[src/rtl/uart_pkg.sv]
// Shared UART definitions: default frame parameters, receiver state encoding
// and parity helper, for use by uart_rx and a future uart_tx.
`timescale 1ns/1ps
package uart_pkg;

  localparam int unsigned UART_CLKS_PER_BIT = 16;
  localparam int unsigned UART_DATA_BITS    = 8;
  localparam bit          UART_PARITY_EN    = 1'b0;
  localparam bit          UART_PARITY_ODD   = 1'b0;

  typedef enum logic [2:0] {
    IDLE   = 3'd0,
    START  = 3'd1,
    DATA   = 3'd2,
    PARITY = 3'd3,
    STOP   = 3'd4,
    BREAK  = 3'd5
  } rx_state_t;

  // Zero-extended data leaves the XOR unchanged, so any width up to 32 fits.
  function automatic logic parity_calc(input logic [31:0] data, input logic odd);
    return (^data) ^ odd;
  endfunction

endpackage

[src/rtl/sync_2ff.sv]
// Generic single-bit two-flop synchroniser with a configurable reset value.
`timescale 1ns/1ps
module sync_2ff #(
  parameter logic RESET_VAL = 1'b0
) (
  input  logic clk,
  input  logic reset,
  input  logic d,
  output logic q
);

  logic meta;

  always_ff @(posedge clk) begin
    if (reset) begin
      meta <= RESET_VAL;
      q    <= RESET_VAL;
    end else begin
      meta <= d;
      q    <= meta;
    end
  end

endmodule

[src/rtl/uart_rx.sv]
// Asynchronous serial receiver (8N1 by default) with a valid/ready output
// register and single-cycle error pulses; bad frames are discarded.
`timescale 1ns/1ps
module uart_rx
  import uart_pkg::*;
#(
  parameter int unsigned CLKS_PER_BIT = UART_CLKS_PER_BIT,
  parameter int unsigned DATA_BITS    = UART_DATA_BITS,
  parameter bit          PARITY_EN    = UART_PARITY_EN,
  parameter bit          PARITY_ODD   = UART_PARITY_ODD
) (
  input  logic                 clk,
  input  logic                 reset,
  input  logic                 in,
  output logic [DATA_BITS-1:0] data_out,
  output logic                 data_valid,
  input  logic                 data_ready,
  output logic                 busy,
  output logic                 framing_err,
  output logic                 parity_err,
  output logic                 overrun
);

  localparam int unsigned CNT_W = $clog2(CLKS_PER_BIT);
  localparam int unsigned IDX_W = (DATA_BITS > 1) ? $clog2(DATA_BITS) : 1;
  localparam logic [CNT_W-1:0] HALF_M1  = CNT_W'(CLKS_PER_BIT / 2 - 1);
  localparam logic [CNT_W-1:0] FULL_M1  = CNT_W'(CLKS_PER_BIT - 1);
  localparam logic [IDX_W-1:0] LAST_IDX = IDX_W'(DATA_BITS - 1);

  rx_state_t            state;
  logic [CNT_W-1:0]     cnt;
  logic [IDX_W-1:0]     idx;
  logic [DATA_BITS-1:0] shreg;
  logic                 perr;
  logic                 sync_in;
  logic                 fin_ok;
  logic                 fin_ferr;
  logic                 fin_perr;

  sync_2ff #(.RESET_VAL(1'b1)) u_sync (
    .clk   (clk),
    .reset (reset),
    .d     (in),
    .q     (sync_in)
  );

  assign busy = (state != IDLE);

  // Frame outcome is registered at the stop sample and acted on one cycle later.
  always_ff @(posedge clk) begin
    if (reset) begin
      state    <= IDLE;
      cnt      <= '0;
      idx      <= '0;
      shreg    <= '0;
      perr     <= 1'b0;
      fin_ok   <= 1'b0;
      fin_ferr <= 1'b0;
      fin_perr <= 1'b0;
    end else begin
      fin_ok   <= 1'b0;
      fin_ferr <= 1'b0;
      fin_perr <= 1'b0;
      case (state)
        IDLE: begin
          cnt <= '0;
          if (!sync_in) state <= START;
        end
        START: begin
          if (cnt == HALF_M1) begin
            cnt   <= '0;
            idx   <= '0;
            perr  <= 1'b0;
            state <= sync_in ? IDLE : DATA;
          end else begin
            cnt <= cnt + 1'b1;
          end
        end
        DATA: begin
          if (cnt == FULL_M1) begin
            cnt        <= '0;
            shreg[idx] <= sync_in;
            if (idx == LAST_IDX) state <= PARITY_EN ? PARITY : STOP;
            else                 idx   <= idx + 1'b1;
          end else begin
            cnt <= cnt + 1'b1;
          end
        end
        PARITY: begin
          if (cnt == FULL_M1) begin
            cnt <= '0;
            if (sync_in != parity_calc(32'(shreg), PARITY_ODD)) perr <= 1'b1;
            state <= STOP;
          end else begin
            cnt <= cnt + 1'b1;
          end
        end
        STOP: begin
          if (cnt == FULL_M1) begin
            cnt <= '0;
            if (!sync_in) begin
              fin_ferr <= 1'b1;
              state    <= BREAK;
            end else begin
              fin_perr <= perr;
              fin_ok   <= !perr;
              state    <= IDLE;
            end
          end else begin
            cnt <= cnt + 1'b1;
          end
        end
        BREAK: begin
          if (sync_in) state <= IDLE;
        end
        default: state <= IDLE;
      endcase
    end
  end

  always_ff @(posedge clk) begin
    if (reset) begin
      data_out    <= '0;
      data_valid  <= 1'b0;
      framing_err <= 1'b0;
      parity_err  <= 1'b0;
      overrun     <= 1'b0;
    end else begin
      framing_err <= fin_ferr;
      parity_err  <= fin_perr;
      overrun     <= 1'b0;
      if (data_valid && data_ready) data_valid <= 1'b0;
      if (fin_ok) begin
        if (!data_valid || data_ready) begin
          data_out   <= shreg;
          data_valid <= 1'b1;
        end else begin
          overrun <= 1'b1;
        end
      end
    end
  end

endmodule

[config.mk]
export PLATFORM = sky130hd
export DESIGN_NAME = uart_rx
export DESIGN_NICKNAME = d
export VERILOG_FILES = /design/src/rtl/uart_pkg.sv /design/src/rtl/sync_2ff.sv /design/src/rtl/uart_rx.sv
export SDC_FILE = /design/constraint.sdc
export NUM_CORES = 1
export LEC_CHECK = 0
export CAP_MARGIN = 20
export CORE_MARGIN = 2
export CORE_UTILIZATION = 54
export DETAILED_ROUTE_END_ITERATION = 10
export PLACE_DENSITY_LB_ADDON = 0.1
export SYNTH_ARGS = -nofsm -noshare
export SYNTH_HDL_FRONTEND = slang
export SYNTH_SLANG_ARGS = --single-unit
[constraint.sdc]
create_clock -name clk -period 2.4 [get_ports clk]
set_clock_uncertainty 0.15 [all_clocks]
set_input_delay 0.6 -clock clk [delete_from_list [all_inputs] [get_ports clk]]
set_output_delay 0.6 -clock clk [all_outputs]
set_load 0.02 [all_outputs]
==> results.py, run 1 <==
metrics = {
    "run_status": {
        "status": "finished, final reports clean",
    },
    "clock_network": {
        "cts_buffers": 5,
        "clock-sinks": 36,
        "tritoncts": "done",
        "cts_root_buf": "clkbuf_4",
        "htree_levels": 2,
        "cts_resized": 1,
        "clk_latency_ns": 0.34,
        "clkTransAtPathRegs_ns": 0.10,
        "post_cts.repair.setup_buffers": 0,
        "clockBufferDepth": 2,
        "cts_hold_buf": 0,
    },
    "timing": {
        "setup_viol": 0,
        "max_slew.worst_pin.slew_ns": 0.474,
        "tns_ns": 0,
        "fin_crit_ns": 2.28,
        "timing.final.crit_share": 0.950,
        "rsz0062_at_grt": "false",
        "hold_violations": 0,
        "maxSlewViolCount": 0,
        "maxSlewHeadroom": 0.683,
        "fmax_mhz": 438,
    },
    "synthesis": {
        "synth-compound-area-share": 0.0837,
        "synth_top_area_cell": "dfxtp_1",
        "synth_top_flop_cell": "dfxtp_1",
        "synth_fa_ha_area_frac": 0.0228,
        "synth-simple-area-share": 0.247,
        "syn_area_per_cell_sq_um": 9.19,
        "syn_inst": 179,
        "ys_types": 36,
        "synth_top_cell_area_share": 0.438,
        "synth_edf_count": 0,
        "synth_xor_area_frac": 0.0510,
        "synth_top_family_by_area": "simple AND/OR/NAND/NOR gates",
        "yosysWarningCount": 0,
        "synthMuxAreaShare": 0.117,
        "synth-seq-area-share": 0.438,
        "yosys-top-cells-area": "dfxtp_1, mux2i_1, nor2_1, a21oi_1, xnor2_1",
        "yosysMostFrequentCell": "dfxtp_1",
        "async_flop_share": 0,
        "yosys-top-cells-count": "dfxtp_1, nor2_1, mux2i_1",
        "syn_area_sq_um": 1650,
        "ys_seq_elements": 36,
        "syn_nets": 186,
    },
    "grt": {
        "grt_start_max_net_pins": 17,
        "grt_use_total": 0.204,
        "grt_pass1_wl_microns": 5290,
        "antenna_found_initial": 0,
        "grt-ovfl-total": 0,
        "first_global_vias": 1219,
    },
    "worst_setup_path": {
        "cp_max_fo": 11,
        "end_kind": "output pin",
        "cp-start-kind": "flip-flop",
        "arrival_ns": 1.53,
        "cp.required_ns": 1.65,
        "crit_type": "reg -> out",
    },
    "layout": {
        "finish.utilization": 0.638,
        "final_cells": 231,
        "antenna_cells": 0,
        "drive_gt1_frac": 0.111,
        "nNetsFinal": 205,
        "syn_to_final_growth_pct": 15.5,
        "nFillCells": 262,
    },
    "pwr": {
        "power.net_switching_w": 0.000216,
        "clockPowerShare": 0.320,
        "power.leakage_nw": 0.798,
        "power_density_nw_per_um2": 495,
        "p_sw_frac": 0.229,
        "intPower_w": 0.000725,
        "p_comb_frac": 0.041,
        "pwr-share-seq": 0.639,
        "ir_drop_uv": 300,
    },
    "floorplanning": {
        "ioPinCount": 17,
        "fp-row-count": 20,
        "die_h_microns": 59.2,
        "die_area_sq_um": 3500,
        "die_x_microns": 59.2,
        "core-area_sq_um": 2980,
        "start_util": 0.553,
    },
    "worst_hold_path": {
        "min_path_type": "reg -> reg",
    },
    "drt": {
        "routed-via-count": 1284,
        "drcViolationCount": 0,
        "wl_met1_microns": 1480,
        "wl_met2_microns": 1390,
        "ant_nets": 0,
        "met3_length_microns": 129,
        "top_layer": "met4",
        "drt_pass1_iterations": 6,
        "routed_wl_microns": 3090,
        "drtIter0Drc": 33,
        "avgRoutedWirePerCell_microns": 13.4,
        "via_per_inst": 5.56,
    },
    "place": {
        "port_buffers": 16,
        "gp_congestion": 0.764,
        "place_hpwl_microns": 2210,
        "placed_cells": 224,
    },
    "run": {
        "cap_violations": 0,
    },
}
-- metal layers --
layer	vias up	track usage
met5	-	0
met4	0	0.120
met3	11	0.0568
met2	32	0.311
met1	586	0.255
li1	655	-
-- placed cells by master, fill, tap and decap left out, drive strengths merged, types with 2 or more instances in the layout --
cell,Yosys,routed
a21oi,12,12
and3,3,3
buf,4,7
clkbuf,7,6
clkdlybuf4s50,0,16
dfxtp,36,36
ha,3,3
inv,4,4
mux2,2,2
mux2i,17,17
nand2,10,10
nand3,3,3
nand3b,4,4
nor2,30,30
nor2b,4,4
nor3,4,4
nor3b,5,5
nor4,2,2
o2111ai,2,2
o21ai,6,6
or2,2,2
or4b,2,2
xnor2,5,5
xor2,2,2
-- per-stage QoR --
stage	cell area (sq um)	power [W]	worst slack [ns]	hold slack, ns
2_1_floorplan	1650	0.000639	0.586	0.239
3_3_place_gp	1850	0.000652	0.368	0.247
3_5_place_dp	1850	0.000653	0.343	0.247
4_1_cts	1900	0.000950	0.0214	0.277
5_1_grt	1900	0.000984	0.0287	0.290
6_report	1900	0.000941	0.119	0.270
-- worst max-delay path, stage by stage (launching register included) --
cell and delay [ns]:
dfxtp_2 0.39, nor3_2 0.22, inv_1 0.06, clkdlybuf4s50_1 0.53
-- sequential cells by signal, summed over array words and instances, names as in the netlist --
name         flops
fin_perr         1
u_sync.meta      1
idx              3
state            3
fin_ferr         1
perr             1
data_valid       1
fin_ok           1
data_out         8
parity_err       1
u_sync.q         1
overrun          1
cnt              4
shreg            8
framing_err      1
-- power by group through the flow --
stage                     clock network (W)  registers, W  logic [W]
after floorplan                           0      0.000615  0.0000244
after CTS                          0.000310      0.000601  0.0000386
after global placement                    0      0.000615  0.0000374
final                              0.000301      0.000601  0.0000385
after global routing               0.000339      0.000602  0.0000423
after detailed placement                  0      0.000615  0.0000384
-- kinds of logic after synthesis --
family / count (synthesis)
AO/OA/AOI/OAI: 23
XOR/XNOR: 8
adder cells (fa/ha/maj): 3
buffers and inverters: 15
flip-flops: 36
multiplexers: 19
AND/OR/NAND/NOR: 75
-- worst paths after layout --
path	startpoint	to	slack, ns	depth (start not counted)
hold / removal	u_sync.meta$_SDFF_PP1_	u_sync.q$_SDFF_PP1_	0.27	1
setup / recovery	state[0]$_SDFFE_PP0P_	busy	0.12	3
setup reg to reg	state[1]$_SDFFE_PP0P_	shreg[4]$_SDFFE_PP0P_	0.35	6
hold reg to reg	u_sync.meta$_SDFF_PP1_	u_sync.q$_SDFF_PP1_	0.27	1
-- layout make-up --
class	instances	area (sq um)	share of cell area
flip-flops and latches	36	722	0.380
well taps	33	41.3	0.0217
multi-input cells	128	863	0.454
inverters	4	15.0	0.00790
clock buffers	6	41.3	0.0217
repair buffers	23	213	0.112
clock inverters	1	5.00	0.00263
Note: power is estimated with default switching activity, not from simulation.
==> run 2: changes to the inputs <==
--- a/config.mk
+++ b/config.mk
@@ -9,6 +9,7 @@
 export CORE_MARGIN = 2
 export CORE_UTILIZATION = 54
 export DETAILED_ROUTE_END_ITERATION = 10
+export GPL_TIMING_DRIVEN = 0
 export PLACE_DENSITY_LB_ADDON = 0.1
 export SYNTH_ARGS = -nofsm -noshare
 export SYNTH_HDL_FRONTEND = slang
==> run 2 against run 1 <==
  * Wire length up 1.2%
  * Count of clock-buffer cells in the layout increased by 1
  * Setup slack better by 0.11 ns
  * Cell area is 2.2% higher
  * Critical path depth is 1 higher
  * Combinational power down 6.0%
  * Flip-flop and latch count is the same
  * Largest power group unchanged
  * Critical endpoint unchanged
  * Cell count grew 1.7%
  * Clock power is 59% higher
==> results.py, run 2 (synthesized netlist as in run 1, its figures left out) <==
metrics = {
    "run_status": {
        "status": "finished, final reports clean",
    },
    "worst_setup_path": {
        "arrival_ns": 1.43,
        "crit_chain": "buf_4, nor3_4, inv_1, dlygate4sd2_1",
        "cp-start-kind": "flip-flop",
        "cp_max_fo": 10,
        "crit_type": "reg -> out",
        "end_kind": "output pin",
        "cp.required_ns": 1.65,
        "cp_slowest_cell": "dfxtp_1",
        "crit_family": "buffers and inverters",
        "cpPeakStageDelay_ns": 0.33,
        "worst-path-buf-inv": 3,
    },
    "layout": {
        "nFillCells": 273,
        "layout_commonest_cell": "dfxtp_1",
        "final_area_sq_um": 1940,
        "top_regs": "data_out (8), shreg (8), cnt (4)",
        "syn_to_final_growth_pct": 18.0,
        "finish.utilization": 0.652,
        "antenna_cells": 0,
        "mostFrequentLayoutCells": "dfxtp_1, nor2_1, mux2i_1, clkdlybuf4s50_1, a21oi_1",
        "nNetsFinal": 208,
        "drive_gt1_frac": 0.0990,
        "final_cells": 235,
    },
    "place": {
        "placed_cells": 227,
        "placed_cell_area_sq_um": 1840,
        "place_hpwl_microns": 2280,
        "gp_congestion": 0.806,
        "port_buffers": 15,
    },
    "floorplanning": {
        "core-area_sq_um": 2980,
        "die_area_sq_um": 3500,
        "die_x_microns": 59.2,
        "ioPinCount": 17,
        "start_util": 0.553,
        "die_h_microns": 59.2,
        "fp-row-count": 20,
    },
    "clock_network": {
        "clk_latency_ns": 0.34,
        "clkTransAtPathRegs_ns": 0.11,
        "cts_root_buf": "clkbuf_4",
        "cts_hold_buf": 0,
        "clockBufferDepth": 2,
        "clock-sinks": 36,
        "htree_levels": 2,
        "tritoncts": "done",
        "cts_buffers": 5,
    },
    "run": {
        "cap_violations": 0,
    },
    "pwr": {
        "intPower_w": 0.000890,
        "ir_drop_uv": 404,
        "power_density_nw_per_um2": 576,
        "pwr-share-seq": 0.538,
        "p_sw_frac": 0.203,
        "p_comb_frac": 0.032,
        "power.net_switching_w": 0.000227,
        "power.leakage_nw": 0.822,
        "clockPowerShare": 0.430,
    },
    "timing": {
        "timing.final.crit_share": 0.906,
        "fmax_mhz": 460,
        "hold_slack_ns": 0.275,
        "rsz0062_at_grt": "false",
        "maxSlewViolCount": 0,
        "tns_ns": 0,
        "max_slew.worst_pin.slew_ns": 0.929,
        "hold_violations": 0,
        "maxSlewHeadroom": 0.376,
        "setup_viol": 0,
        "fin_crit_ns": 2.18,
    },
    "grt": {
        "grt_pass1_wl_microns": 5470,
        "first_global_vias": 1229,
        "grt_use_total": 0.211,
        "grt-ovfl-total": 0,
        "grt_start_max_net_pins": 12,
        "antenna_found_initial": 0,
    },
    "drt": {
        "via_per_inst": 5.47,
        "drtIter0Drc": 33,
        "ant_nets": 0,
        "routed_wl_microns": 3130,
        "routed-via-count": 1286,
        "avgRoutedWirePerCell_microns": 13.3,
        "drcViolationCount": 0,
        "drt_pass1_iterations": 4,
    },
    "worst_hold_path": {
        "min_path_type": "reg -> reg",
    },
}
## run 2: cell count changes in the layout (fill, tap and decap cells not counted), moves of 2 or more
cell,delta
buf_2,+2
buf_4,-5
clkbuf_1,+6
clkbuf_8,+2
clkdlybuf4s50_1,-2
## run 2: path summary, 6_finish.rpt
path | from | end | slack [ns] | cells after the start
setup / recovery | state[0]$_SDFFE_PP0P_ | busy | 0.22 | 4
hold / removal | u_sync.meta$_SDFF_PP1_ | u_sync.q$_SDFF_PP1_ | 0.27 | 1
setup reg to reg | state[1]$_SDFFE_PP0P_ | shreg[4]$_SDFFE_PP0P_ | 0.35 | 5
hold reg to reg | u_sync.meta$_SDFF_PP1_ | u_sync.q$_SDFF_PP1_ | 0.27 | 1
## run 2: what timing repair did
action | CTS | global route
gates resized for setup | 3 | 0
setup endpoints to repair | 1 | 0
buffers inserted | 0 | 0
## run 2: area by class of cell
cell class / count / area [sq um] / area share
buffer: 11 / 51.3 / 0.0264
tap: 33 / 41.3 / 0.0213
clock inverter: 1 / 30.0 / 0.0155
sequential: 36 / 721 / 0.371
multi-input combinational: 128 / 870 / 0.448
clock buffer: 7 / 65.1 / 0.0335
timing repair buffer: 15 / 149 / 0.0767
inverter: 4 / 15.0 / 0.00773
## run 2: stage by stage
step / total power, W / worst slack, ns
2_1_floorplan: 0.000639 / 0.586
3_3_place_gp: 0.000650 / -0.00394
6_report: 0.00112 / 0.225
3_5_place_dp: 0.000651 / -0.0335
5_1_grt: 0.00116 / 0.157
4_1_cts: 0.00112 / 0.209
## run 2: metal layers
metal	share of wire	global-route usage
met1	0.49	0.274
met2	0.46	0.323
met3	0.034	0.0655
met4	0.016	0.0877
met5	0	0
## run 2: power groups by stage
| stage | Clock, W | Combinational [W] | Sequential, W |
|---|---|---|---|
| 2_1_floorplan | 0 | 0.0000244 | 0.000615 |
| 3_3_place_gp | 0 | 0.0000351 | 0.000615 |
| 3_5_place_dp | 0 | 0.0000361 | 0.000615 |
| 4_1_cts | 0.000487 | 0.0000363 | 0.000601 |
| 5_1_grt | 0.000514 | 0.0000406 | 0.000602 |
| 6_report | 0.000480 | 0.0000362 | 0.000601 |
